File: src/rtl/dmem_dump_engine.sv
// Streams every data-memory word, in ascending address order, over a valid/ready port.
// Build option DMEM_DUMP_CHECKSUM_EN appends a modular-sum beat after the last word.
module dmem_dump_engine #(
  parameter int ADDR_W = 10,
  parameter int DATA_W = 32,
  parameter int DEPTH  = 1024
) (
  input  logic              CLK,
  input  logic              RST,
  input  logic              start,
  output logic              busy,
  output logic              done,
  output logic              mem_rd_en,
  output logic [ADDR_W-1:0] mem_addr,
  input  logic [DATA_W-1:0] mem_rdata,
  output logic              out_valid,
  input  logic              out_ready,
  output logic [DATA_W-1:0] out_data,
  output logic [ADDR_W:0]   out_addr,
  output logic              out_last
);

  typedef enum logic [1:0] {IDLE, SCAN, DRAIN, FIN} state_t;

  localparam logic [ADDR_W-1:0] LAST_ADDR = ADDR_W'(DEPTH - 1);

  state_t            state_q, state_d;
  logic [ADDR_W-1:0] rd_ptr_q, rd_ptr_d;
  logic              infl_q, infl_d;
  logic [ADDR_W-1:0] infl_addr_q;
  logic [1:0]        cnt_q, cnt_d;
  logic              head_q, head_d;
  logic              tail_q, tail_d;
  logic [DATA_W-1:0] fifo_data_q [2];
  logic [ADDR_W:0]   fifo_addr_q [2];
  logic              fifo_last_q [2];

  logic              issue, pop, push, push_last, csum_pend;
  logic [DATA_W-1:0] push_data;
  logic [ADDR_W:0]   push_addr;
  logic [1:0]        occ;

  assign pop = (cnt_q != 2'd0) && out_ready;
  assign occ = cnt_q + {1'b0, infl_q};

`ifdef DMEM_DUMP_CHECKSUM_EN
  localparam logic [ADDR_W:0] CSUM_ADDR = (ADDR_W + 1)'(DEPTH);

  logic [DATA_W-1:0] sum_q;
  logic              csum_pend_q;
  logic              csum_push;
  logic              start_acc;

  assign start_acc = (state_q == IDLE) && start;
  // The sum beat waits until the final word has landed in the buffer and a slot is free.
  assign csum_push = (state_q == DRAIN) && csum_pend_q && !infl_q &&
                     ((cnt_q != 2'd2) || pop);
  assign csum_pend = csum_pend_q;
  assign push      = infl_q || csum_push;
  assign push_data = infl_q ? mem_rdata : sum_q;
  assign push_addr = infl_q ? {1'b0, infl_addr_q} : CSUM_ADDR;
  assign push_last = !infl_q;

  always_ff @(posedge CLK) begin
    if (RST) begin
      sum_q       <= '0;
      csum_pend_q <= 1'b0;
    end else begin
      if (start_acc)   sum_q <= '0;
      else if (infl_q) sum_q <= sum_q + mem_rdata;
      if (start_acc || csum_push)              csum_pend_q <= 1'b0;
      else if (issue && rd_ptr_q == LAST_ADDR) csum_pend_q <= 1'b1;
    end
  end
`else
  assign csum_pend = 1'b0;
  assign push      = infl_q;
  assign push_data = mem_rdata;
  assign push_addr = {1'b0, infl_addr_q};
  assign push_last = (infl_addr_q == LAST_ADDR);
`endif

  always_comb begin
    state_d  = state_q;
    rd_ptr_d = rd_ptr_q;
    issue    = 1'b0;
    case (state_q)
      IDLE: begin
        if (start) begin
          state_d  = SCAN;
          rd_ptr_d = '0;
        end
      end
      SCAN: begin
        // A pop this cycle frees a slot, so a full buffer may still issue.
        if ((occ < 2'd2) || pop) begin
          issue = 1'b1;
          if (rd_ptr_q == LAST_ADDR) state_d = DRAIN;
          else                       rd_ptr_d = rd_ptr_q + 1'b1;
        end
      end
      DRAIN: begin
        if ((cnt_q == 2'd0) && !infl_q && !csum_pend) state_d = FIN;
      end
      FIN:     state_d = IDLE;
      default: state_d = IDLE;
    endcase
  end

  always_comb begin
    infl_d = issue;
    head_d = head_q;
    tail_d = tail_q;
    cnt_d  = cnt_q;
    if (pop)  head_d = ~head_q;
    if (push) tail_d = ~tail_q;
    case ({push, pop})
      2'b10:   cnt_d = cnt_q + 2'd1;
      2'b01:   cnt_d = cnt_q - 2'd1;
      default: cnt_d = cnt_q;
    endcase
  end

  always_ff @(posedge CLK) begin
    if (RST) begin
      state_q  <= IDLE;
      rd_ptr_q <= '0;
      infl_q   <= 1'b0;
      cnt_q    <= 2'd0;
      head_q   <= 1'b0;
      tail_q   <= 1'b0;
    end else begin
      state_q  <= state_d;
      rd_ptr_q <= rd_ptr_d;
      infl_q   <= infl_d;
      cnt_q    <= cnt_d;
      head_q   <= head_d;
      tail_q   <= tail_d;
    end
  end

  // Read stage -> buffer stage: word storage needs no reset, occupancy gates it.
  always_ff @(posedge CLK) begin
    if (issue) infl_addr_q <= rd_ptr_q;
    if (push) begin
      fifo_data_q[tail_q] <= push_data;
      fifo_addr_q[tail_q] <= push_addr;
      fifo_last_q[tail_q] <= push_last;
    end
  end

  assign busy      = (state_q == SCAN) || (state_q == DRAIN);
  assign done      = (state_q == FIN);
  assign mem_rd_en = issue;
  assign mem_addr  = issue ? rd_ptr_q : '0;
  assign out_valid = (cnt_q != 2'd0);
  assign out_data  = out_valid ? fifo_data_q[head_q] : '0;
  assign out_addr  = out_valid ? fifo_addr_q[head_q] : '0;
  assign out_last  = out_valid ? fifo_last_q[head_q] : 1'b0;

endmodule
File: config.mk
export PLATFORM = sky130hd
export DESIGN_NAME = dmem_dump_engine
export DESIGN_NICKNAME = d
export VERILOG_FILES = /design/src/rtl/dmem_dump_engine.sv
export SDC_FILE = /design/constraint.sdc
export NUM_CORES = 1
export LEC_CHECK = 0
export ABC_AREA = 1
export BUFFER_PORTS_ARGS = -buffer_cell sky130_fd_sc_hd__buf_4
export CELL_PAD_IN_SITES_DETAIL_PLACEMENT = 0
export CELL_PAD_IN_SITES_GLOBAL_PLACEMENT = 1
export CORE_ASPECT_RATIO = 1.75
export CORE_UTILIZATION = 42
export DETAILED_ROUTE_END_ITERATION = 7
export PLACE_DENSITY_LB_ADDON = 0.1
export SETUP_SLACK_MARGIN = 0.3
export SYNTH_ARGS = -nofsm -noshare
export SYNTH_HDL_FRONTEND = slang
export SYNTH_SLANG_ARGS = --single-unit
File: constraint.sdc
create_clock -name CLK -period 3.6 [get_ports CLK]
set_input_delay 1.08 -clock CLK [delete_from_list [all_inputs] [get_ports CLK]]
set_output_delay 1.08 -clock CLK [all_outputs]
set_load 0.02 [all_outputs]
; ---- Yosys cells after proc, flatten, opt, wreduce, memory -nomap -nowiden
; Memories as Yosys holds them, arrays and structs flattened. A register that Yosys moved wholly into a read port is not among the register bits.
; Index checks and enable logic that the tools add are counted.
[totals]
ff_bits = 27
ram_bits = 86
inputBits = 36
memories = 3
[memory_table]
columns = memory, words, width, rd, rd_clocked_by_memory_dff, write_ports, line
row1 = fifo_data_q, 2, 32, 1, 1, 1, 34  ; logic [DATA_W-1:0] fifo_data_q [2];
row2 = fifo_addr_q, 2, 10, 1, 1, 1, 35  ; logic [ADDR_W:0] fifo_addr_q [2];
row3 = fifo_last_q, 2, 1, 1, 1, 1, 36  ; logic fifo_last_q [2];
[classes]
add_sub_neg = 4
magnitude_cmp = 1
n_eq_ne = 12
n_mux = 24
bitwise_logic = 2
reduce_logical = 12
[ops]
columns = op, count
row1 = 2-to-1 mux 10 bit, 4
row2 = 2-to-1 mux 32 bit, 1
row3 = "== test 10 bit, second input constant", 2
row4 = one-hot mux 10 bit (2 select lines), 1
row5 = 2-to-1 mux 1 bit, 11
row6 = 2-to-1 mux 11 bit, 1
row7 = "adder 10 x 1 -> 10 bit, second input constant", 1
row8 = "!= test 2 bit, second input constant", 5
row9 = 2-to-1 mux 2 bit, 4
row10 = one-hot mux 2 bit (4 select lines), 1
row11 = AND reduction 4 bit, 2
row12 = "== test 2 bit, second input constant", 3
row13 = nonzero test 2 bit, 3
row14 = "== test 2 x 1 -> 1 bit, second input constant", 2
row15 = logical NOT 2 bit, 2
row16 = one-hot mux 2 bit (2 select lines), 1
row17 = adder 2 x 1 -> 2 bit, 1
row18 = "adder 2 x 1 -> 2 bit, second input constant", 1
row19 = logical AND 1 bit, 2
row20 = logical OR 1 bit, 2
row21 = "less-than comparator 2 bit, second input constant", 1
row22 = inverter 1 bit, 2
row23 = "subtractor 2 x 1 -> 2 bit, second input constant", 1
row24 = logical NOT 1 bit, 1

; ---- Longest topological paths before layout
; Gate-level depths: netlist of run 1.
[depth]
word_depth = 6
ltp_mapped = 11
ltp_nobuf = 10

; ---- Worst setup path before layout of run 1
; Ideal clock, no wire load.
[synth_path]
path_kind = input-to-output
startpoint = input port out_ready
endpoint = output port mem_rd_en
arrival_ns = 1.842
required_ns = 2.520
slack_ns = 0.678
cell_stages = 5
n_path_buf = 1
cell_sequence = inv_2 > nand3_1 > nand2_1 > clkbuf_1 > inv_1
[synth_via]
elab_chain_cells = 4
[synth_lines]
columns = element, line
row1 = start: declaration, 17  ; input logic out_ready,
row2 = logical AND 1 bit, 43  ; assign pop = (cnt_q != 2'd0) && out_ready;
row3 = logical OR 1 bit, 96  ; if ((occ < 2'd2) || pop) begin
row4 = 2-to-1 mux 1 bit, 96
row5 = 2-to-1 mux 1 bit, 87  ; case (state_q)
row6 = end: declaration, 13  ; output logic mem_rd_en,
; Every way passes these cells.

; ---- Worst setup path in the final report of run 1
; Same ends and word-level chain as after synthesis.

==> key figures, run 1 <==
Power and ir drop
  • Net Sw Frac: 0.328
  • PD cells: 807 nW/um2
  • Tot Pwr: approximately 4.9 mW
  • Combinational Power Share: 0.301
  • Sequential share of power: 0.359
  • Static leakage: roughly 2.5 nW
  • Pint: 3.32 mW
  • Switching pwr: 1.62 mW
  • Max rail drop VDD: just over 0.0006 V
  • Clock group share of total power: 0.340

Synthesis
  • Top cells by count, synth: nand2_1, edfxtp_1, a21oi_1
  • Post-Syn Area per Cell: approximately 11 um2
  • Synth area leaders: edfxtp_1, nand2_1, dfxtp_1, a21oi_1, nor2_1
  • Most common cell in the synthesized netlist: nand2_1
  • Register area share after synthesis: 0.691
  • Post-synth EDFFs: 96
  • FFs w/ async S/R, synth: 0
  • Syn. warnings: 0
  • Cell area after synthesis: 4690 um2
  • Synth Flop Type: edfxtp_1
  • Netlist cell types: 28
  • Cell taking the most area after synthesis: edfxtp_1
  • Synthesized flop and latch total: about 110
  • Post-Synthesis Net Count: between 400 and 500
  • Post-Syn Instances: 436
  • Synth top area share: 0.615

GRT
  • Initial antenna violation count: 0
  • Vias in the first global route: ~3300
  • Total GRT Usage: 0.183
  • First-pass GRT wire length: around 15 mm
  • Pin count of the biggest net entering global routing: 45
  • Total gr overflow: 0

Setup path
  • Critical Path End Type: output pin
  • Crit-path cells: buf_4 -> inv_2 -> nand3_1 -> nand2_1 -> inv_1 -> buf_4
  • Critical path's slowest cell: nand2_1
  • CP Buf/Inv Count: 4
  • Crit-path max FO: 12
  • Delay-heaviest family, CP: simple AND/OR/NAND/NOR gates
  • Setup CP Type: in2out
  • Arr. time, crit path: approximately 2.0 ns
  • Worst Path Required: ~2.5 ns
  • Largest stage delay, worst path: 0.37 ns
  • Crit-path most repeated cell: buf_4
  • Critical Path Source Type: input port

STA
  • Relative slew slack: 0.356
  • RSZ-0062 raised after global routing: no
  • Post-route minimum period: approximately 3.1 ns
  • Final hold vios: 0
  • Setup_tns: 0 ns
  • Final worst-path cycle share: 0.861
  • Setup violators final: 0
  • Tightest Pin Transition: ~0.96 ns
  • Max Freq: between 300 and 400 MHz
  • Final Slew Violations: 0
  • Clock skew: roughly 0.0071 ns

Drt
  • Vias per Instance: ~4.9
  • DRT Pass-1 Iters: 4
  • Drt wl/cell: 14.7 um
  • Total wire length: about 10 mm
  • Post-route ant nets: 0
  • Drt initial violations: 153
  • Remaining DRCs: 0
  • Vias after detailed routing: 3290

Clock network
  • Clock net sink count: between 100 and 150
  • Post-CTS setup repair buffer count: 0
  • Clk Latency, worst-skew pair: between 0.3 and 0.4 ns
  • Clock Path Buffers: 2
  • TritonCTS clock tree: built
  • Number of H-tree levels: 4
  • Hold buffers post-CTS: 0
  • PostCTS Resize Cnt: 0
  • TritonCTS Buffers: 17
  • Root Buffer: clkbuf_16
  • Worst-path clk slew: 0.05 ns

Floorplanning
  • Die Area: about 12000 um2
  • Row count: 50
  • Core Region: roughly 11000 um2
  • Chip width: roughly 82 um
  • Initial core utilization: 0.436
  • I/O pin count: 94
  • Die Ht: between 100 and 150 um

Final layout
  • Post-Layout Cell Count: 676
  • Design area: 6110 um2
  • Antenna diodes: 0
  • Share of cells above drive strength 1: 0.262
  • Fin nets: 577
  • Area delta synth->final: 30.3%

Place
  • Cell total after placement: 646
  • GPL Wtd Cong: between 0.8 and 0.9
  • Placed wire-length estimate: around 6.7 mm
  • Placed Area: around 5500 um2
  • Port Buffer Count: 92

Flow run
  • Maxcap violations: 0

Min path
  • Hold Crit Class: reg2reg

Status
  • Status: finished clean
-- cells in the final DEF (no fill, tap or decap) --
| cell | Yosys | routed |
|---|---|---|
| nand2_1 | 128 | 128 |
| buf_4 | 2 | 98 |
| edfxtp_1 | 96 | 96 |
| a21oi_1 | 48 | 48 |
| nor2_1 | 42 | 41 |
| inv_1 | 30 | 29 |
| dfxtp_1 | 18 | 18 |
| clkbuf_16 | 0 | 17 |
| nand3_1 | 15 | 15 |
| ha_1 | 6 | 6 |
| clkinv_2 | 0 | 5 |
| clkinv_1 | 2 | 4 |
| nor3_1 | 4 | 4 |
| nand2_2 | 4 | 4 |
| a21oi_2 | 4 | 4 |
| bufinv_16 | 0 | 4 |
| inv_2 | 2 | 3 |
| nor2_4 | 1 | 3 |
| o21ai_1 | 3 | 3 |
| o21ai_0 | 3 | 3 |
| nand4_1 | 2 | 2 |
| o21bai_1 | 2 | 2 |
| nor2_2 | 2 | 1 |
| nand3_2 | 1 | 1 |
| nand2_4 | 1 | 1 |
| nor2b_1 | 1 | 1 |
| xor2_1 | 1 | 1 |
| nor3b_1 | 1 | 1 |
| conb_1 | 1 | 1 |
| clkinv_4 | 0 | 1 |
| clkinvlp_4 | 0 | 1 |
-- registers in the layout, summed over array words and instances (netlist names), 2 cells and up, named ones only --
| name | count |
|---|---|
| state_q | 2 |
| infl_addr_q | 10 |
| fifo_addr_q | 20 |
| rd_ptr_q | 10 |
| fifo_data_q | 64 |
| cnt_q | 2 |
| fifo_last_q | 2 |
-- layer usage --
metal  share of wire  track usage  vias to the layer above
met5               0            0                        -
met4           0.011       0.0711                        0
met3           0.041       0.0514                        8
met2            0.58        0.347                       72
met1            0.37        0.178                     1559
li1                -            -                     1651
-- worst paths after layout --
kind | from | endpoint | slack [ns] | depth (start not counted)
min | head_q$_SDFFE_PP0P_ | head_q$_SDFFE_PP0P_ | 0.47 | 1
max | out_ready | mem_rd_en | 0.50 | 6
min reg2reg | head_q$_SDFFE_PP0P_ | head_q$_SDFFE_PP0P_ | 0.47 | 1
max reg2reg | state_q[1]$_SDFFE_PP0P_ | rd_ptr_q[1]$_SDFFE_PP0P_ | 1.41 | 8
-- metrics by stage --
step	hold WS, ns	setup slack (ns)	utilization
CTS	0.470	0.482	0.568
detailed placement	0.453	0.490	0.513
global placement	0.443	0.525	0.513
finish	0.468	0.501	0.568
floorplan	0.432	0.678	-
global route	0.486	0.427	0.568
-- power groups by stage --
| stage | combinational (mW) | sequential [mW] | clock (mW) |
|---|---|---|---|
| finish | 1.49 | 1.77 | 1.68 |
| global route | 1.64 | 1.79 | 1.77 |
| CTS | 1.52 | 1.77 | 1.70 |
| detailed placement | 1.51 | 1.80 | 0 |
| global placement | 1.51 | 1.79 | 0 |
| floorplan | 0.954 | 1.77 | 0 |
-- cells by family (layout without fill, tap and decap cells) --
family,after synthesis,after routing,synth area share
and+or+nand+nor,202,202,0.177
adders and majority gates,6,6,0.0160
AOI/OAI and AO/OA,60,60,0.0683
buffers and inverters,52,162,0.0448
DFF,114,114,0.691
xor gates and xnor gates,1,1,0.00187
other,1,1,0.000799
-- final cells by class --
class / instances / area (um2)
fill: 967 / 4650
sequential: 114 / 3240
multi-input combinational: 270 / 1250
timing repair buffer: 98 / 736
clock buffer: 17 / 425
clock inverter: 13 / 169
tap: 130 / 163
inverter: 34 / 128
No activity file was read; power rests on OpenSTA's default activity.
==> run 2, diff against run 1 <==
- ABC_AREA: 1 -> unset
- CORE_UTILIZATION: 42 -> 44
==> key figures, run 2 <==
Synthesis
  • Synth area leaders: edfxtp_1, mux2i_1, dfxtp_1, nor2_1, and3_1 (was edfxtp_1, nand2_1, dfxtp_1, a21oi_1, nor2_1)
  • Synth Flop Type: edfxtp_1 (unchanged)
  • Synth Area in Simple Gates: 0.128 (was 0.177)
  • Synthesized flop and latch total: 114 (unchanged)
  • Netlist cell types: 45 (was 28)
  • FFs w/ async S/R, synth: 0 (unchanged)
  • XOR/XNOR Fraction of Synth Area: 0.00740 (was 0.00187)
  • Post-Synthesis Net Count: 382 (was 478)
  • Synth top area share: 0.609 (was 0.615)
  • Post-Syn Area per Cell: 13.9 um2 (was 10.8 um2)
  • Cell area after synthesis: 4740 um2 (was 4690 um2)
  • Cell taking the most area after synthesis: edfxtp_1 (unchanged)
  • Top cells by count, synth: edfxtp_1, nor2_1, mux2i_1 (was nand2_1, edfxtp_1, a21oi_1)
  • Post-Synth Adder-Cell Area: 0.0158 (was 0.0160)
  • Post-Syn Instances: 340 (was 436)
  • Syn. warnings: 0 (unchanged)
  • Most common cell in the synthesized netlist: edfxtp_1 (was nand2_1)
  • Compound-cell area share of the yosys netlist: 0.0399 (was 0.0683)
  • Post-synthesis mux area share: 0.102 (was 0)
  • Post-synth EDFFs: 96 (unchanged)
  • Register area share after synthesis: 0.685 (was 0.691)
  • Largest family of logic cells by synthesized area: simple AND/OR/NAND/NOR gates (unchanged)

Final layout
  • Top reg by flops: fifo_data_q (unchanged)
  • Biggest registers after layout: fifo_data_q: 64 flops, fifo_addr_q: 20 flops (unchanged)
  • Commonest non-fill, non-tap cell in the layout: buf_4 (was nand2_1)
  • Fin nets: 485 (was 577)
  • Fillers: 852 (was 967)
  • Area of the multi-input gates: 1420 um2 (was 1250 um2)
  • Max FFs per register: 64 (unchanged)
  • Antenna diodes: 0 (unchanged)
  • Share of cells above drive strength 1: 0.308 (was 0.262)
  • Register Area: 3240 um2 (about the same)
  • Area delta synth->final: 31.2% (was 30.3%)
  • Design area: 6220 um2 (was 6110 um2)
  • Most frequent cells in the layout: buf_4, edfxtp_1, nor2_1 (was nand2_1, buf_4, edfxtp_1)

Place
  • Placed Area: 5590 um2 (was 5520 um2)
  • Placed wire-length estimate: 6.50 mm (was 6.67 mm)
  • Pre-CTS setup slack: 0.258 ns (was 0.490 ns)
  • Port Buffer Count: 92 (unchanged)
  • GPL Wtd Cong: 0.873 (was 0.857)

Power and ir drop
  • Max rail drop VDD: 0.000453 V (was 0.000607 V)
  • Sequential share of power: 0.367 (was 0.359)
  • Tot Pwr: 4.78 mW (was 4.94 mW)
  • Pint: 3.37 mW (was 3.32 mW)
  • Net Sw Frac: 0.295 (was 0.328)
  • Static leakage: 2.37 nW (was 2.47 nW)
  • Clock group share of total power: 0.363 (was 0.340)
  • Switching pwr: 1.41 mW (was 1.62 mW)
  • Combinational Power Share: 0.271 (was 0.301)
  • PD cells: 769 nW/um2 (was 807 nW/um2)

GRT
  • Total GRT Usage: 0.182 (was 0.183)
  • Pin count of the biggest net entering global routing: 44 (was 45)
  • Most used routing layer: met2 (unchanged)
  • M1 GR Usage: 0.178 (about the same)
  • Met3 usage: 0.0590 (was 0.0514)
  • Initial antenna violation count: 0 (unchanged)
  • Total gr overflow: 0 (unchanged)
  • First-pass GRT wire length: 14.9 mm (was 15.5 mm)
  • Vias in the first global route: 3008 (was 3293)
  • Met2 Usage GRT: 0.335 (was 0.347)

STA
  • Final worst-path cycle share: 0.888 (was 0.861)
  • Relative slew slack: 0.303 (was 0.356)
  • Post-route minimum period: 3.20 ns (was 3.10 ns)
  • Worst Slack Setup Final: 0.404 ns (was 0.501 ns)
  • Max Freq: 313 MHz (was 323 MHz)
  • Setup_tns: 0 ns (unchanged)
  • Final hold vios: 0 (unchanged)
  • Clock skew: 0.00687 ns (was 0.00712 ns)
  • RSZ-0062 raised after global routing: no (unchanged)
  • Setup violators final: 0 (unchanged)
  • Tightest Pin Transition: 1.04 ns (was 0.964 ns)
  • Final Slew Violations: 0 (unchanged)

Clock network
  • PostCTS Resize Cnt: 1 (was 0)
  • Clock net sink count: 114 (unchanged)
  • Clk Latency, worst-skew pair: 0.40 ns (was 0.39 ns)
  • Number of H-tree levels: 4 (unchanged)
  • Post-CTS setup repair buffer count: 0 (unchanged)
  • TritonCTS clock tree: built (unchanged)
  • TritonCTS Buffers: 17 (unchanged)
  • Root Buffer: clkbuf_16 (unchanged)
  • Hold buffers post-CTS: 0 (unchanged)
  • Worst-path clk slew: 0.05 ns (about the same)
  • Clock Path Buffers: 2 (unchanged)

Drt
  • Vias after detailed routing: 3015 (was 3290)
  • DRT Pass-1 Iters: 4 (unchanged)
  • Drt wl/cell: 16.2 um (was 14.7 um)
  • Drt initial violations: 104 (was 153)
  • Post-route ant nets: 0 (unchanged)
  • Total wire length: 9.41 mm (was 9.96 mm)
  • Vias per Instance: 5.18 (was 4.87)
  • Remaining DRCs: 0 (unchanged)

Setup path
  • Largest stage delay, worst path: 0.32 ns (was 0.37 ns)
  • Crit-path most repeated cell: buf_4 (unchanged)
  • Crit-path cells: buf_4 -> and2b_2 -> a21oi_4 -> and3_1 -> buf_4 (was buf_4 -> inv_2 -> nand3_1 -> nand2_1 -> inv_1 -> buf_4)
  • Critical Path End Type: output pin (unchanged)
  • Setup CP Type: in2out (unchanged)
  • Critical path's slowest cell: a21oi_4 (was nand2_1)
  • Crit-path max FO: 13 (was 12)
  • Arr. time, crit path: 2.12 ns (was 2.02 ns)
  • Critical Path Source Type: input port (unchanged)
  • Worst Path Required: 2.52 ns (about the same)

Min path
  • Hold Crit Class: reg2reg (unchanged)

Flow run
  • Maxcap violations: 0 (unchanged)

Floorplanning
  • Chip width: 80.4 um (was 81.9 um)
  • Die Ht: 139 um (was 142 um)
  • Initial core utilization: 0.457 (was 0.436)
  • I/O pin count: 94 (unchanged)
  • Core Region: 10400 um2 (was 10800 um2)
  • Row count: 49 (was 50)
  • Die Area: 11200 um2 (was 11600 um2)

Status
  • Status: finished clean (unchanged)
[run 2: cell types whose count changed after synthesis, moves of 4 or more]
cell      change
nand2_2       -4
a21oi_1      -45
and3_1       +14
nor2_1       +10
mux2i_1      +47
and2_1        +4
nor3_1        +4
clkbuf_1      -9
buf_2         +6
nand2_1     -116
inv_1        -23
[run 2: critical path: cells and delay by family]
kind | cells | cell delay, ns
buffers and inverters | 2 | 0.23
and+or+nand+nor | 2 | 0.48
AOI/OAI and AO/OA | 1 | 0.32
[run 2: metrics by stage]
step                utilization  instances  hold WS, ns
floorplan                     -        340        0.445
detailed placement        0.540        551        0.462
finish                    0.600        582        0.489
CTS                       0.600        582        0.483
global placement          0.540        551        0.452
global route              0.600        582        0.497
[run 2: logic make-up (layout without fill, tap and decap cells)]
family          Yosys count  after routing
buf+inv                  21            136
simple gates            122            122
fa+ha+maj                 6              6
xor+xnor                  4              4
other cells               1              1
mux                      48             48
compound gates           24             24
flops                   114            114
[run 2: metal layers]
layer	wire length, um	vias up
met5	0	-
met4	198	0
met3	453	16
met2	5350	81
met1	3410	1444
li1	-	1474
[run 2: worst paths after layout]
| path | start | endpoint | slack [ns] | cells past startpoint |
|---|---|---|---|---|
| max reg2reg | state_q[1]$_SDFFE_PP0P_ | rd_ptr_q[0]$_SDFFE_PP0P_ | 1.48 | 6 |
| min | infl_addr_q[8]$_DFFE_PP_ | fifo_addr_q[1][8]$_DFFE_PP_ | 0.49 | 0 |
| min reg2reg | infl_addr_q[8]$_DFFE_PP_ | fifo_addr_q[1][8]$_DFFE_PP_ | 0.49 | 0 |
| max | out_ready | mem_addr[4] | 0.40 | 5 |
[run 2: power by group through the flow]
stage | clock (mW) | combinational [mW] | sequential (mW)
final | 1.73 | 1.29 | 1.75
after CTS | 1.76 | 1.32 | 1.75
after floorplan | 0 | 0.855 | 1.72
after global routing | 1.82 | 1.40 | 1.77
after detailed placement | 0 | 1.31 | 1.78
after global placement | 0 | 1.30 | 1.77
[run 2: area by class of cell]
cell class	instances	area share
Tap cell	127	0.0256
Clock inverter	14	0.0312
Timing Repair Buffer	98	0.120
Inverter	7	0.00423
Sequential cell	114	0.522
Clock buffer	17	0.0684
Multi-Input combinational cell	205	0.228
